$ cat src/rtl/abs_diff_sweep_ctrl.sv
// Exhaustive sweep controller for a 4-bit approximate abs-diff unit: walks all
// 256 operand pairs and accumulates error count, error sum and worst-case pair.
module abs_diff_sweep_ctrl (
    input  logic        clk,
    input  logic        rst,
    input  logic        start,
    input  logic        abort,
    output logic [3:0]  dut_a,
    output logic [3:0]  dut_b,
    input  logic [3:0]  dut_y,
    output logic        busy,
    output logic        done,
    output logic        result_valid,
    output logic [8:0]  err_count,
    output logic [11:0] sum_err,
    output logic [3:0]  max_err,
    output logic [3:0]  wce_a,
    output logic [3:0]  wce_b
);

    typedef enum logic [1:0] {IDLE, SWEEP, DRAIN, DONE} state_t;

    state_t      state_q, state_d;
    logic [7:0]  idx_q, idx_d;
    logic        drain_q, drain_d;

    logic        s1_valid_q, s1_valid_d;
    logic [3:0]  s1_a_q, s1_a_d;
    logic [3:0]  s1_b_q, s1_b_d;
    logic [3:0]  s1_y_q, s1_y_d;
    logic [3:0]  s1_exact_q, s1_exact_d;

    logic [8:0]  err_count_q, err_count_d;
    logic [11:0] sum_err_q, sum_err_d;
    logic [3:0]  max_err_q, max_err_d;
    logic [3:0]  wce_a_q, wce_a_d;
    logic [3:0]  wce_b_q, wce_b_d;
    logic        result_valid_q, result_valid_d;

    logic [3:0]  err;

    // Operands are the index register itself, so they hold whenever idx holds.
    assign dut_a        = idx_q[3:0];
    assign dut_b        = idx_q[7:4];
    assign busy         = (state_q == SWEEP) || (state_q == DRAIN);
    assign done         = (state_q == DONE);
    assign result_valid = result_valid_q;
    assign err_count    = err_count_q;
    assign sum_err      = sum_err_q;
    assign max_err      = max_err_q;
    assign wce_a        = wce_a_q;
    assign wce_b        = wce_b_q;

    always_comb begin
        state_d        = state_q;
        idx_d          = idx_q;
        drain_d        = drain_q;
        s1_valid_d     = 1'b0;
        s1_a_d         = dut_a;
        s1_b_d         = dut_b;
        s1_y_d         = dut_y;
        s1_exact_d     = (dut_a >= dut_b) ? (dut_a - dut_b) : (dut_b - dut_a);
        err_count_d    = err_count_q;
        sum_err_d      = sum_err_q;
        max_err_d      = max_err_q;
        wce_a_d        = wce_a_q;
        wce_b_d        = wce_b_q;
        result_valid_d = result_valid_q;

        err = (s1_exact_q >= s1_y_q) ? (s1_exact_q - s1_y_q) : (s1_y_q - s1_exact_q);
        if (s1_valid_q) begin
            sum_err_d = sum_err_q + 12'(err);
            if (err != '0) begin
                err_count_d = err_count_q + 9'd1;
            end
            // Strict compare keeps the first worst-case pair in sweep order.
            if (err > max_err_q) begin
                max_err_d = err;
                wce_a_d   = s1_a_q;
                wce_b_d   = s1_b_q;
            end
        end

        unique case (state_q)
            IDLE: begin
                if (start) begin
                    state_d        = SWEEP;
                    idx_d          = '0;
                    err_count_d    = '0;
                    sum_err_d      = '0;
                    max_err_d      = '0;
                    wce_a_d        = '0;
                    wce_b_d        = '0;
                    result_valid_d = 1'b0;
                end
            end
            SWEEP: begin
                if (abort) begin
                    state_d = IDLE;
                end else begin
                    s1_valid_d = 1'b1;
                    if (idx_q == 8'd255) begin
                        state_d = DRAIN;
                        drain_d = 1'b0;
                    end else begin
                        idx_d = idx_q + 8'd1;
                    end
                end
            end
            DRAIN: begin
                if (abort) begin
                    state_d = IDLE;
                end else if (drain_q) begin
                    state_d        = DONE;
                    result_valid_d = 1'b1;
                end else begin
                    drain_d = 1'b1;
                end
            end
            DONE: begin
                state_d = IDLE;
            end
            default: state_d = IDLE;
        endcase
    end

    always_ff @(posedge clk) begin
        if (rst) begin
            state_q        <= IDLE;
            idx_q          <= '0;
            drain_q        <= 1'b0;
            s1_valid_q     <= 1'b0;
            s1_a_q         <= '0;
            s1_b_q         <= '0;
            s1_y_q         <= '0;
            s1_exact_q     <= '0;
            err_count_q    <= '0;
            sum_err_q      <= '0;
            max_err_q      <= '0;
            wce_a_q        <= '0;
            wce_b_q        <= '0;
            result_valid_q <= 1'b0;
        end else begin
            state_q        <= state_d;
            idx_q          <= idx_d;
            drain_q        <= drain_d;
            s1_valid_q     <= s1_valid_d;
            s1_a_q         <= s1_a_d;
            s1_b_q         <= s1_b_d;
            s1_y_q         <= s1_y_d;
            s1_exact_q     <= s1_exact_d;
            err_count_q    <= err_count_d;
            sum_err_q      <= sum_err_d;
            max_err_q      <= max_err_d;
            wce_a_q        <= wce_a_d;
            wce_b_q        <= wce_b_d;
            result_valid_q <= result_valid_d;
        end
    end

endmodule

$ cat config.mk
export PLATFORM = sky130hd
export DESIGN_NAME = abs_diff_sweep_ctrl
export DESIGN_NICKNAME = d
export VERILOG_FILES = /design/src/rtl/abs_diff_sweep_ctrl.sv
export SDC_FILE = /design/constraint.sdc
export NUM_CORES = 1
export LEC_CHECK = 0
export BUFFER_PORTS_ARGS = -buffer_cell sky130_fd_sc_hd__clkbuf_2
export CORE_AREA = 4 4 83 85
export DETAILED_ROUTE_END_ITERATION = 6
export DIE_AREA = 0 0 87 89
export PLACE_DENSITY_LB_ADDON = 0.3
export REMOVE_ABC_BUFFERS = 1
export SYNTH_ARGS = -nofsm -noshare
export SYNTH_HDL_FRONTEND = slang
export SYNTH_SLANG_ARGS = --single-unit
$ cat constraint.sdc
create_clock -name clk -period 4.4 [get_ports clk]
set_clock_uncertainty 0.05 [all_clocks]
set_input_delay 0 -clock clk [delete_from_list [all_inputs] [get_ports clk]]
set_output_delay 0 -clock clk [all_outputs]
set_load 0.02 [all_outputs]
# [After elaboration in Yosys (flattened, before gate mapping)]
# Index checks and enable logic that the tools add are counted.
[classes] addsub=7 magnitude_cmp=3 muxes=40 bitwise=1 reduce_logical=11 n_eq_ne=12
[op_table] cell="4-bit two-way mux" n=14
[op_table] cell="12-bit two-way mux" n=3
[op_table] cell="9-bit two-way mux" n=4
[op_table] cell="8-bit two-way mux" n=3
[op_table] cell="8-bit one-hot mux with 2 select lines" n=1
[op_table] cell="4-bit subtractor" n=4
[op_table] cell="12-bit by 4-bit adder with 12-bit output" n=1
[op_table] cell="4-bit AND reduction" n=3
[op_table] cell="2-bit two-way mux" n=5
[op_table] cell="2-bit != test, second input constant" n=5
[op_table] cell="9-bit by 1-bit adder with 9-bit output, second input constant" n=1
[op_table] cell="8-bit by 1-bit adder with 8-bit output, second input constant" n=1
[op_table] cell="8-bit == test, second input constant" n=1
[op_table] cell="4-bit greater-or-equal comparator" n=2
[op_table] cell="2-bit one-hot mux with 4 select lines" n=1
[op_table] cell="1-bit two-way mux" n=7
[op_table] cell="2-bit nonzero test" n=3
[op_table] cell="2-bit == test, second input constant" n=2
[op_table] cell="4-bit > comparator" n=1
[op_table] cell="1-bit one-hot mux with 2 select lines" n=2
[op_table] cell="4-bit nonzero test" n=1
[op_table] cell="3-bit by 2-bit != test with 1-bit output, second input constant" n=1
[op_table] cell="3-bit != test, second input constant" n=1
[op_table] cell="3-bit AND reduction" n=1
[op_table] cell="other kinds (6)" n=6
[word_totals] ff_bits=62 out_inout_bits=44 inputBits=8

# [Depth between registers and ports, before layout]
# Gate-level depths: netlist of the first run.
[depth] depth_word=7 mapped_depth=16 ltp_nobuf=15

# [Least setup slack after synthesis of the first run]
# OpenSTA, ideal clock, no wires.
[synth_path] path_kind="flip-flop to flip-flop" start="register s1_exact_q[0]" end="register max_err_q[0], in the netlist max_err[0]" required_time_ns=4.222 path_stages_with_launch=17 setup_time_ns=0.128 setup_slack_ns=1.096 arrival_ns=3.126 synth_period_minus_slack_ns=3.304 cell_sequence="dfxtp_1 > inv_1 > ha_1 > inv_1 > fa_1 > a211oi_1 > a2bb2oi_1 > a2111o_1 > nand2_1 > ha_1 > nand3_1 > o22ai_1 > o221a_2 > clkbuf_1 > buf_2 > mux2i_1 > nor2_1"
[synth_via] elab_chain_len=7
[synth_lines] element="start: declaration" line_no="31" rtl="logic [3:0] s1_exact_q, s1_exact_d;"
[synth_lines] element="start signal: assignment" line_no="151" rtl="s1_exact_q <= s1_exact_d;"
[synth_lines] element="4-bit subtractor / 4-bit greater-or-equal comparator (equally long branches)" line_no="70" rtl="err = (s1_exact_q >= s1_y_q) ? (s1_exact_q - s1_y_q) : (s1_y_q - s1_exact_q);"
[synth_lines] element="4-bit two-way mux *" line_no="70"
[synth_lines] element="4-bit > comparator" line_no="77" rtl="if (err > max_err_q) begin"
[synth_lines] element="4-bit two-way mux *" line_no="77"
[synth_lines] element="4-bit two-way mux *" line_no="71" rtl="if (s1_valid_q) begin"
[synth_lines] element="4-bit two-way mux" line_no="86" rtl="if (start) begin"
[synth_lines] element="4-bit two-way mux *" line_no="84" rtl="unique case (state_q)"
[synth_lines] element="end signal: assignment" line_no="154" rtl="max_err_q <= max_err_d;"
[synth_lines] element="end: declaration" line_no="35" rtl="logic [3:0] max_err_q, max_err_d;"
# Mark *: on every way between the ends. The rest lies on a longest branch, timed or not.
# A chain may end at the register's enable or synchronous reset.

# [Worst setup path after layout of the first run]
[layout_path] start="register s1_exact_q[0]" end="register wce_b_q[2], in the netlist wce_b[2]"
[layout_via] elab_chain_len=7
[layout_lines] element="4-bit subtractor / 4-bit greater-or-equal comparator (equally long branches)" line_no="70"
[layout_lines] element="4-bit two-way mux *" line_no="70"
[layout_lines] element="4-bit > comparator *" line_no="77"
[layout_lines] element="4-bit two-way mux *" line_no="77"
[layout_lines] element="4-bit two-way mux *" line_no="71"
[layout_lines] element="4-bit two-way mux" line_no="86"
[layout_lines] element="4-bit two-way mux *" line_no="84"
[layout_lines] element="end signal: assignment" line_no="156" rtl="wce_b_q <= wce_b_d;"
[layout_lines] element="end: declaration" line_no="37" rtl="logic [3:0] wce_b_q, wce_b_d;"
# Marked as above.

==> results of run 1 <==
==> final timing paths <==
check,start,endpoint,cells after the start
worst max-delay path,s1_exact_q[0],wce_b[2],14
worst min-delay path,start,result_valid,4
worst max register to register,s1_exact_q[0],wce_b[2],14
worst min register to register,s1_a_q[2],wce_a[2],2
==> kinds of logic (layout without fill, tap and decap cells) <==
group | after synthesis | in the layout | synth area share [%]
AO/OA/AOI/OAI | 70 | 70 | 15.06
XOR/XNOR | 18 | 18 | 4.829
adder cells (fa/ha/maj) | 33 | 33 | 13.80
buffers and inverters | 42 | 105 | 5.404
flip-flops | 62 | 62 | 38.02
multiplexers | 17 | 17 | 5.213
AND/OR/NAND/NOR | 118 | 118 | 17.67
==> critical path: stages, from the launching register on <==
cell and delay [ns]:
dfxtp_1 0.31, inv_1 0.05, ha_1 0.17, inv_1 0.06
fa_1 0.42, a211oi_1 0.29, a2bb2oi_1 0.33, a2111o_1 0.18
nand2_1 0.09, ha_1 0.31, nand3_1 0.10, o22ai_1 0.14
o221a_2 0.49, mux2i_1 0.25, nor2_1 0.06
==> power breakdown <==
| part | switching (mW) | leakage (nW) | internal, mW |
|---|---|---|---|
| sequential | 0.0175 | 0.501 | 0.576 |
| combinational | 0.145 | 1.02 | 0.0974 |
| clock | 0.213 | 0.106 | 0.289 |
==> timing repair <==
action	CTS	global route
hold buffers	5	0
setup buffers	0	0
hold endpoints to repair	6	0
==> sequential cells by signal, indices dropped and copies added (netlist names), 2 cells and up <==
| name | count |
|---|---|
| wce_b | 4 |
| idx_q | 8 |
| s1_y_q | 4 |
| max_err | 4 |
| s1_a_q | 4 |
| sum_err | 12 |
| err_count | 9 |
| s1_exact_q | 4 |
| s1_b_q | 4 |
| wce_a | 4 |
| state_q | 2 |
==> synthesized netlist by cell type (10+ instances only) <==
library cell	count
nor2b_1	10
mux2i_1	17
nand3_1	11
a21oi_1	24
nor2_1	48
dfxtp_1	62
ha_1	28
xnor2_1	12
nand2_1	15
inv_1	33
o21ai_0	13
==> per-layer routing <==
| layer | GRT usage (%) | vias up |
|---|---|---|
| li1 | - | 1351 |
| met1 | 21.92 | 1237 |
| met2 | 30.57 | 63 |
| met3 | 5.622 | 18 |
| met4 | 10.34 | 0 |
| met5 | 0 | - |
==> stage by stage <==
step / util [%] / total power, mW / instances / hold WS [ns] / cell area, um^2
floorplan: - / 0.7872 / 351 / 0.01669 / 3212
global placement: 57.43 / 0.8385 / 479 / 0.1616 / 3563
detailed placement: 57.43 / 0.8448 / 479 / 0.1649 / 3563
CTS: 61.46 / 1.349 / 500 / 0.003649 / 3814
global route: 61.46 / 1.415 / 500 / 0.02884 / 3814
finish: 61.46 / 1.338 / 500 / 0.01655 / 3814
==> final cells by class <==
cell class / count / area, um^2
fillers: 512 / 2391
multi-input cells: 256 / 1847
flip-flops and latches: 62 / 1241
repair buffers: 56 / 305.3
clock buffers: 12 / 155.1
inverters: 33 / 123.9
well taps: 77 / 96.34
clock inverters: 4 / 45.04
==> results.json, run 1 <==
{
  "portBuffers": 51,
  "report.final.slew_viol_count": 0,
  "dp_hpwl_mm": 4.848,
  "drt_first_iter_violations": 98,
  "fin_crit_ns": 3.434,
  "tns_ns": 0,
  "grt_max_degree": 32,
  "syn_avg_cell_area_um2": 9.068,
  "crit_type": "flip-flop to flip-flop",
  "synth.distinct_cells": 49,
  "post-route-drc-count": 0,
  "grt_pass1_wl_mm": 11.25,
  "wl_met3_um": 378,
  "clock_sink_count": 62,
  "status": "complete, no violations",
  "antenna_found_initial": 0,
  "layout.nets": 459,
  "start_util_pct": 52.61,
  "end_kind": "flip-flop",
  "gp_congestion": 0.7951,
  "layout_common_cells": "62 x dfxtp_1, 51 x clkbuf_2, 48 x nor2_1",
  "tightestPinTransition_ns": 0.8767,
  "slew_headroom_pct": 40.92,
  "min_path_type": "input pin to flip-flop",
  "grt_usage_pct": 18.68,
  "top_layer": "met4",
  "startpoint_type": "flip-flop",
  "path_clk_slew_ns": 0.06,
  "drv_cap": 0,
  "cts_tree": "built",
  "n_antenna_cell": 0,
  "final_common_cell": "dfxtp_1",
  "routed_via_density": 5.338,
  "rsz0062_at_grt": "false",
  "die_h_um": 89,
  "wl_met1_mm": 2.905,
  "synth.largest_area_cell": "dfxtp_1",
  "synth_cells": 360,
  "placementRows": 29,
  "met2WireLength_mm": 3.201,
  "die_area_um2": 7743,
  "wire_per_inst_um": 13.37,
  "synthArstFlopShare_pct": 0,
  "synth_edf_count": 0,
  "hold_violations": 0,
  "yosys_warnings": 0,
  "drive_gt1_share_pct": 17.97,
  "worstPathArrival_ns": 3.59,
  "grt_pass1_vias": 2475,
  "synthTopCellsByArea": "dfxtp_1 38%, ha_1 11%, nor2_1 5.5%",
  "pre_cts_ws_ns": 0.9598,
  "layout_setup_ws_ns": 0.9661,
  "fmax_ghz": 0.2912,
  "post_cts_resized": 0,
  "reg2reg_setup_slack_ns": 0.97,
  "ys_seq_area_share_pct": 38.02,
  "grt.overflow.total": 0,
  "die_w_um": 87,
  "coreArea_um2": 6205,
  "path_max_fanout": 14,
  "clkLatencyLatePin_ns": 0.34,
  "areaGrowthSynthToFinish_pct": 16.83,
  "cp.required_ns": 4.56,
  "antenna_left": 0,
  "io_pins": 52,
  "setup_viol": 0,
  "route.vias.total": 2669,
  "wl_mm": 6.687,
  "firstDrtPassIters": 4,
  "powerDensity_nw_per_um2": 350.8,
  "min_period_over_period_pct": 78.04,
  "cts_buffer_depth": 2,
  "cts-root-buf": "clkbuf_8",
  "total_leakage_power_nw": 1.624,
  "ctsHtreeMaxLevel": 3,
  "yosysTopAreaCellShare_pct": 38.02,
  "synth_area_um2": 3264,
  "ys_seq_elements": 62,
  "synth_ff_type": "dfxtp_1",
  "numCtsBuffers": 9,
  "vdd_ir_drop_max_v": 0.0002130
}
Note: power is estimated with default switching activity, not from simulation.
==> inputs of run 2 (changes only) <==
Settings changed: CORE_AREA 4 4 83 85 to 4 4 86 88, DIE_AREA 0 0 87 89 to 0 0 90 92.
Clock period 4.4 ns to 2.9 ns, I/O delays scaled along.
==> results.json, run 2 (synthesized netlist as in run 1, its figures left out) <==
{
  "status": "finished, violations left",
  "multi_input_area_um2": 1989,
  "total_leakage_power_nw": 1.819,
  "firstDrtPassIters": 4,
  "dp_cells": 503,
  "end_kind": "flip-flop",
  "report.final.slew_viol_count": 0,
  "grt_pass1_wl_mm": 12.79,
  "portBuffers": 51,
  "drv_cap": 0,
  "path_clk_slew_ns": 0.07,
  "cts_buffer_depth": 2,
  "hold_violations": 0,
  "layout_setup_ws_ns": -0.02017,
  "n_antenna_cell": 0,
  "rsz0062_at_grt": "true",
  "nFillCells": 543,
  "fin_cells": 535,
  "layout_common_cells": "60 x dfxtp_1, 51 x clkbuf_2, 47 x nor2_1",
  "slowest_delay_ns": 0.45,
  "slew_headroom_pct": 60.28,
  "routed_via_density": 5.260,
  "coreArea_um2": 6644,
  "worst_path_max_delay_cell": "a2111o_1",
  "layout.nets": 491,
  "final_common_cell": "dfxtp_1",
  "crit_buf_inv": 1,
  "path_max_fanout": 7,
  "wire_per_inst_um": 14.43,
  "tightestPinTransition_ns": 0.5959,
  "regArea_um2": 1244,
  "design_area_um2": 4262,
  "min_path_type": "input pin to flip-flop",
  "grt_max_degree": 32,
  "cts_tree": "built",
  "grt_usage_pct": 18.94,
  "use_met2_pct": 32.61,
  "setup_viol": 10,
  "antenna_found_initial": 0,
  "start_util_pct": 49.13,
  "wl_mm": 7.720,
  "numCtsBuffers": 9,
  "placementRows": 30,
  "pre_cts_ws_ns": -0.2807,
  "io_pins": 52,
  "route.vias.total": 2814,
  "vdd_ir_drop_max_v": 0.0003287,
  "ctsHtreeMaxLevel": 3,
  "post-route-drc-count": 0,
  "tns_ns": -0.1208,
  "min_period_over_period_pct": 100.7,
  "use_met1_pct": 22.28,
  "grt_pass1_vias": 2745,
  "cts-root-buf": "clkbuf_8",
  "drt_first_iter_violations": 192,
  "clkLatencyLatePin_ns": 0.34,
  "worstPathArrival_ns": 3.07,
  "failed_checks": "setup timing",
  "busiest_layer": "met2",
  "die_h_um": 92,
  "largest_register_ffs": 12,
  "fin_hold_ws_ns": 0.04644,
  "fmax_ghz": 0.3424,
  "dp_hpwl_mm": 5.207,
  "cp.required_ns": 3.05,
  "gp_congestion": 0.8072,
  "met3_usage_pct": 4.430,
  "worstPathCellList": "ha_2 > nor2b_2 > o21a_1 > a2111o_1 > nand2_2 > ha_4 > nand3_4 > o22ai_2 > o221a_4 > buf_12 > mux2i_1 > nor2_1",
  "fin_crit_ns": 2.920,
  "placed_area_um2": 3737,
  "areaGrowthSynthToFinish_pct": 30.55,
  "clock_sink_count": 62,
  "drive_gt1_share_pct": 29.01,
  "path_delay_family": "compound AO/OA/AOI/OAI gates",
  "antenna_left": 0,
  "die_area_um2": 8280,
  "die_w_um": 90,
  "grt.overflow.total": 0,
  "startpoint_type": "flip-flop",
  "powerDensity_nw_per_um2": 534.7,
  "crit_type": "flip-flop to flip-flop"
}
==> run 2: cell types whose count changed in the layout (fill, tap and decap cells not counted), moves of 3 or more <==
cell	change
inv_1	-3
a21oi_1	-4
ha_1	-3
inv_2	+3
buf_4	+29
==> run 2: what timing repair did <==
item / in CTS / in global routing
setup buffers: 5 / 5
endpoints found under the hold margin: 6 / 0
hold buffers: 5 / 0
pin swaps: 5 / 6
gates cloned: 1 / 1
setup endpoints to repair: 21 / 27
resized for setup: 22 / 10
==> run 2: stage by stage <==
stage,power (mW),util (%)
after floorplan,1.194,-
after global placement,1.319,56.25
after detailed placement,1.332,56.25
after CTS,2.259,62.82
after global routing,2.394,64.14
final,2.279,64.14
==> run 2: power by group <==
group,total [mW],switching [mW],internal (mW)
logic,0.529,0.287,0.242
clock network,0.849,0.345,0.504
registers,0.901,0.0267,0.874
==> run 2: layout make-up <==
cell class              instances  area share [%]
multi-input cells             256           46.68
flip-flops and latches         62           29.18
repair buffers                 88           13.65
clock buffers                  10           3.230
inverters                      33           2.907
well taps                      80           2.349
clock inverters                 6           1.996
==> run 2: worst register-to-register path, stage by stage (launching register included) <==
cell and delay, ns:
dfxtp_1 0.41, ha_2 0.36, nor2b_2 0.17, o21a_1 0.22
a2111o_1 0.45, nand2_2 0.12, ha_4 0.23, nand3_4 0.10
o22ai_2 0.07, o221a_4 0.26, buf_12 0.15, mux2i_1 0.14
nor2_1 0.05
==> run 2: per-layer routing <==
layer	part of all wire, %	vias to the layer above
li1	-	1421
met1	42	1322
met2	51	54
met3	4.2	17
met4	2.6	0
met5	0	-
==> run 2: final timing paths <==
path	from	end	slack [ns]	cells after the start
hold / removal	start	result_valid	0.05	4
setup reg to reg	s1_exact_q[1]	wce_a[0]	-0.02	12
setup / recovery	s1_exact_q[1]	wce_a[0]	-0.02	12
hold reg to reg	s1_a_q[1]	wce_a[1]	0.41	2
==> inputs of run 3 (changes only) <==
Settings changed: ABC_AREA set to 1, CAP_MARGIN set to 5.
==> results.json, run 3 <==
{
  "drive_gt1_share_pct": 18.96,
  "multi_input_area_um2": 1727,
  "synth_cells": 445,
  "synth_common_cells": "75 x nor2_1, 73 x inv_1, 63 x nand2_1",
  "dp_hpwl_mm": 5.355,
  "grt_pass1_vias": 2681,
  "grt_pass1_wl_mm": 11.62,
  "layout.nets": 553,
  "pre_cts_ws_ns": 0.06439,
  "numCtsBuffers": 9,
  "hold_violations": 0,
  "post-route-drc-count": 0,
  "cts-root-buf": "clkbuf_8",
  "cts_tree": "built",
  "nFillCells": 617,
  "fin_hold_ws_ns": 0.03354,
  "wl_mm": 7.000,
  "synth_area_um2": 3277,
  "synthTopCellsByArea": "dfxtp_1 38%, ha_1 11%, nor2_1 8.6%",
  "crit_buf_inv": 7,
  "die_area_um2": 8280,
  "busiest_layer": "met2",
  "crit_type": "flip-flop to flip-flop",
  "regArea_um2": 1241,
  "vdd_ir_drop_max_v": 0.0004886,
  "cp.required_ns": 3.08,
  "min_path_type": "input pin to flip-flop",
  "cts_buffer_depth": 2,
  "die_h_um": 92,
  "n_antenna_cell": 0,
  "antenna_found_initial": 0,
  "firstDrtPassIters": 4,
  "tns_ns": 0,
  "yosysTopAreaCellShare_pct": 37.88,
  "slew_headroom_pct": 65.34,
  "ctsHtreeMaxLevel": 3,
  "synth.largest_area_cell": "dfxtp_1",
  "layout_setup_ws_ns": 0.1679,
  "fin_crit_ns": 2.732,
  "status": "complete, no violations",
  "tightestPinTransition_ns": 0.5144,
  "met3_usage_pct": 3.363,
  "dp_cells": 573,
  "synth_most_common_cell": "nor2_1",
  "report.final.slew_viol_count": 0,
  "grt_usage_pct": 17.38,
  "drt_first_iter_violations": 96,
  "power_mw": 2.343,
  "final_common_cell": "nor2_1",
  "coreArea_um2": 6644,
  "use_met1_pct": 21.25,
  "fin_cells": 597,
  "clock_sink_count": 62,
  "worstPathArrival_ns": 2.91,
  "clkLatencyLatePin_ns": 0.34,
  "min_period_over_period_pct": 94.21,
  "layout_common_cells": "74 x nor2_1, 71 x inv_1, 62 x dfxtp_1",
  "routed_via_density": 4.938,
  "path_clk_slew_ns": 0.07,
  "path_delay_family": "adder cells",
  "powerDensity_nw_per_um2": 600.7,
  "setup_viol": 0,
  "worst_path_max_delay_cell": "fa_2",
  "use_met2_pct": 28.06,
  "yosys_warnings": 0,
  "path_max_fanout": 9,
  "total_leakage_power_nw": 1.828,
  "io_pins": 52,
  "antenna_left": 0,
  "synthArstFlopShare_pct": 0,
  "grt_max_degree": 22,
  "gp_congestion": 0.8730,
  "placementRows": 30,
  "fmax_ghz": 0.3660,
  "synth_ff_type": "dfxtp_1",
  "start_util_pct": 49.32,
  "worstPathCellList": "inv_1 > ha_1 > inv_1 > fa_2 > inv_1 > nand2_1 > nand2_2 > nand2_2 > inv_1 > nand2_1 > nand2_1 > inv_1 > ha_1 > a21oi_1 > nand2_1 > nand2_2 > inv_1 > buf_4 > o21ai_0 > a21oi_1",
  "design_area_um2": 3900,
  "largest_register_ffs": 12,
  "synth_edf_count": 0,
  "ys_seq_elements": 62,
  "crit_top_cell": "inv_1",
  "die_w_um": 90,
  "grt.overflow.total": 0,
  "rsz0062_at_grt": "true",
  "startpoint_type": "flip-flop",
  "route.vias.total": 2948,
  "fin_util_pct": 58.70,
  "portBuffers": 51,
  "wire_per_inst_um": 11.73,
  "drv_cap": 0,
  "placed_area_um2": 3622,
  "ys_seq_area_share_pct": 37.88,
  "end_kind": "flip-flop",
  "synth.distinct_cells": 29,
  "areaGrowthSynthToFinish_pct": 19.01,
  "syn_avg_cell_area_um2": 7.364,
  "slowest_delay_ns": 0.35
}
==> run 3: cell count changes in the layout (fill, tap and decap cells not counted), moves of 17 or more <==
cell	change
buf_4	-20
inv_1	+41
mux2i_1	-17
nand2_1	+46
nor2_1	+27
o21ai_0	+19
==> run 3: logic make-up after synthesis <==
group | share of synthesized area, %
xor+xnor | 1.336
fa+ha+maj | 13.75
buf+inv | 10.50
compound gates | 12.10
flops | 37.88
simple gates | 24.44
==> run 3: metal layers <==
metal	routed length (um)	up-vias
met2	3182	79
met3	421	13
li1	-	1547
met5	0	-
met4	135	0
met1	3260	1309
==> run 3: final timing paths <==
check | startpoint | endpoint | slack, ns | depth (start not counted)
setup / recovery | s1_exact_q[0] | max_err[3] | 0.17 | 20
hold / removal | start | result_valid | 0.03 | 5
setup reg to reg | s1_exact_q[0] | max_err[3] | 0.17 | 20
hold reg to reg | sum_err[7] | sum_err[7] | 0.43 | 2
==> run 3: layout make-up <==
class                      count  area share (%)
clock inverter                 4          0.5775
clock buffer                  12           3.722
timing repair buffer          66           9.817
sequential                    62           31.83
multi-input combinational    298           44.27
tap                           80           2.567
inverter                      75           7.218
==> run 3: timing repair <==
action | CTS | global route
resized for setup | 0 | 12
endpoints found under the setup margin | 0 | 16
endpoints found under the hold margin | 7 | 0
setup buffers | 0 | 2
hold buffers | 6 | 0
==> run 3: power breakdown <==
group          total, mW  internal (mW)  switching [mW]
combinational      0.740          0.263           0.477
sequential         0.952          0.907          0.0451
clock              0.651          0.329           0.322
==> run 3: tightest hold or removal path, stage by stage <==
cell and delay (ns):
clkbuf_2 0.09, nor2_1 0.06, inv_1 0.07, nand3_1 0.06, a21oi_1 0.11
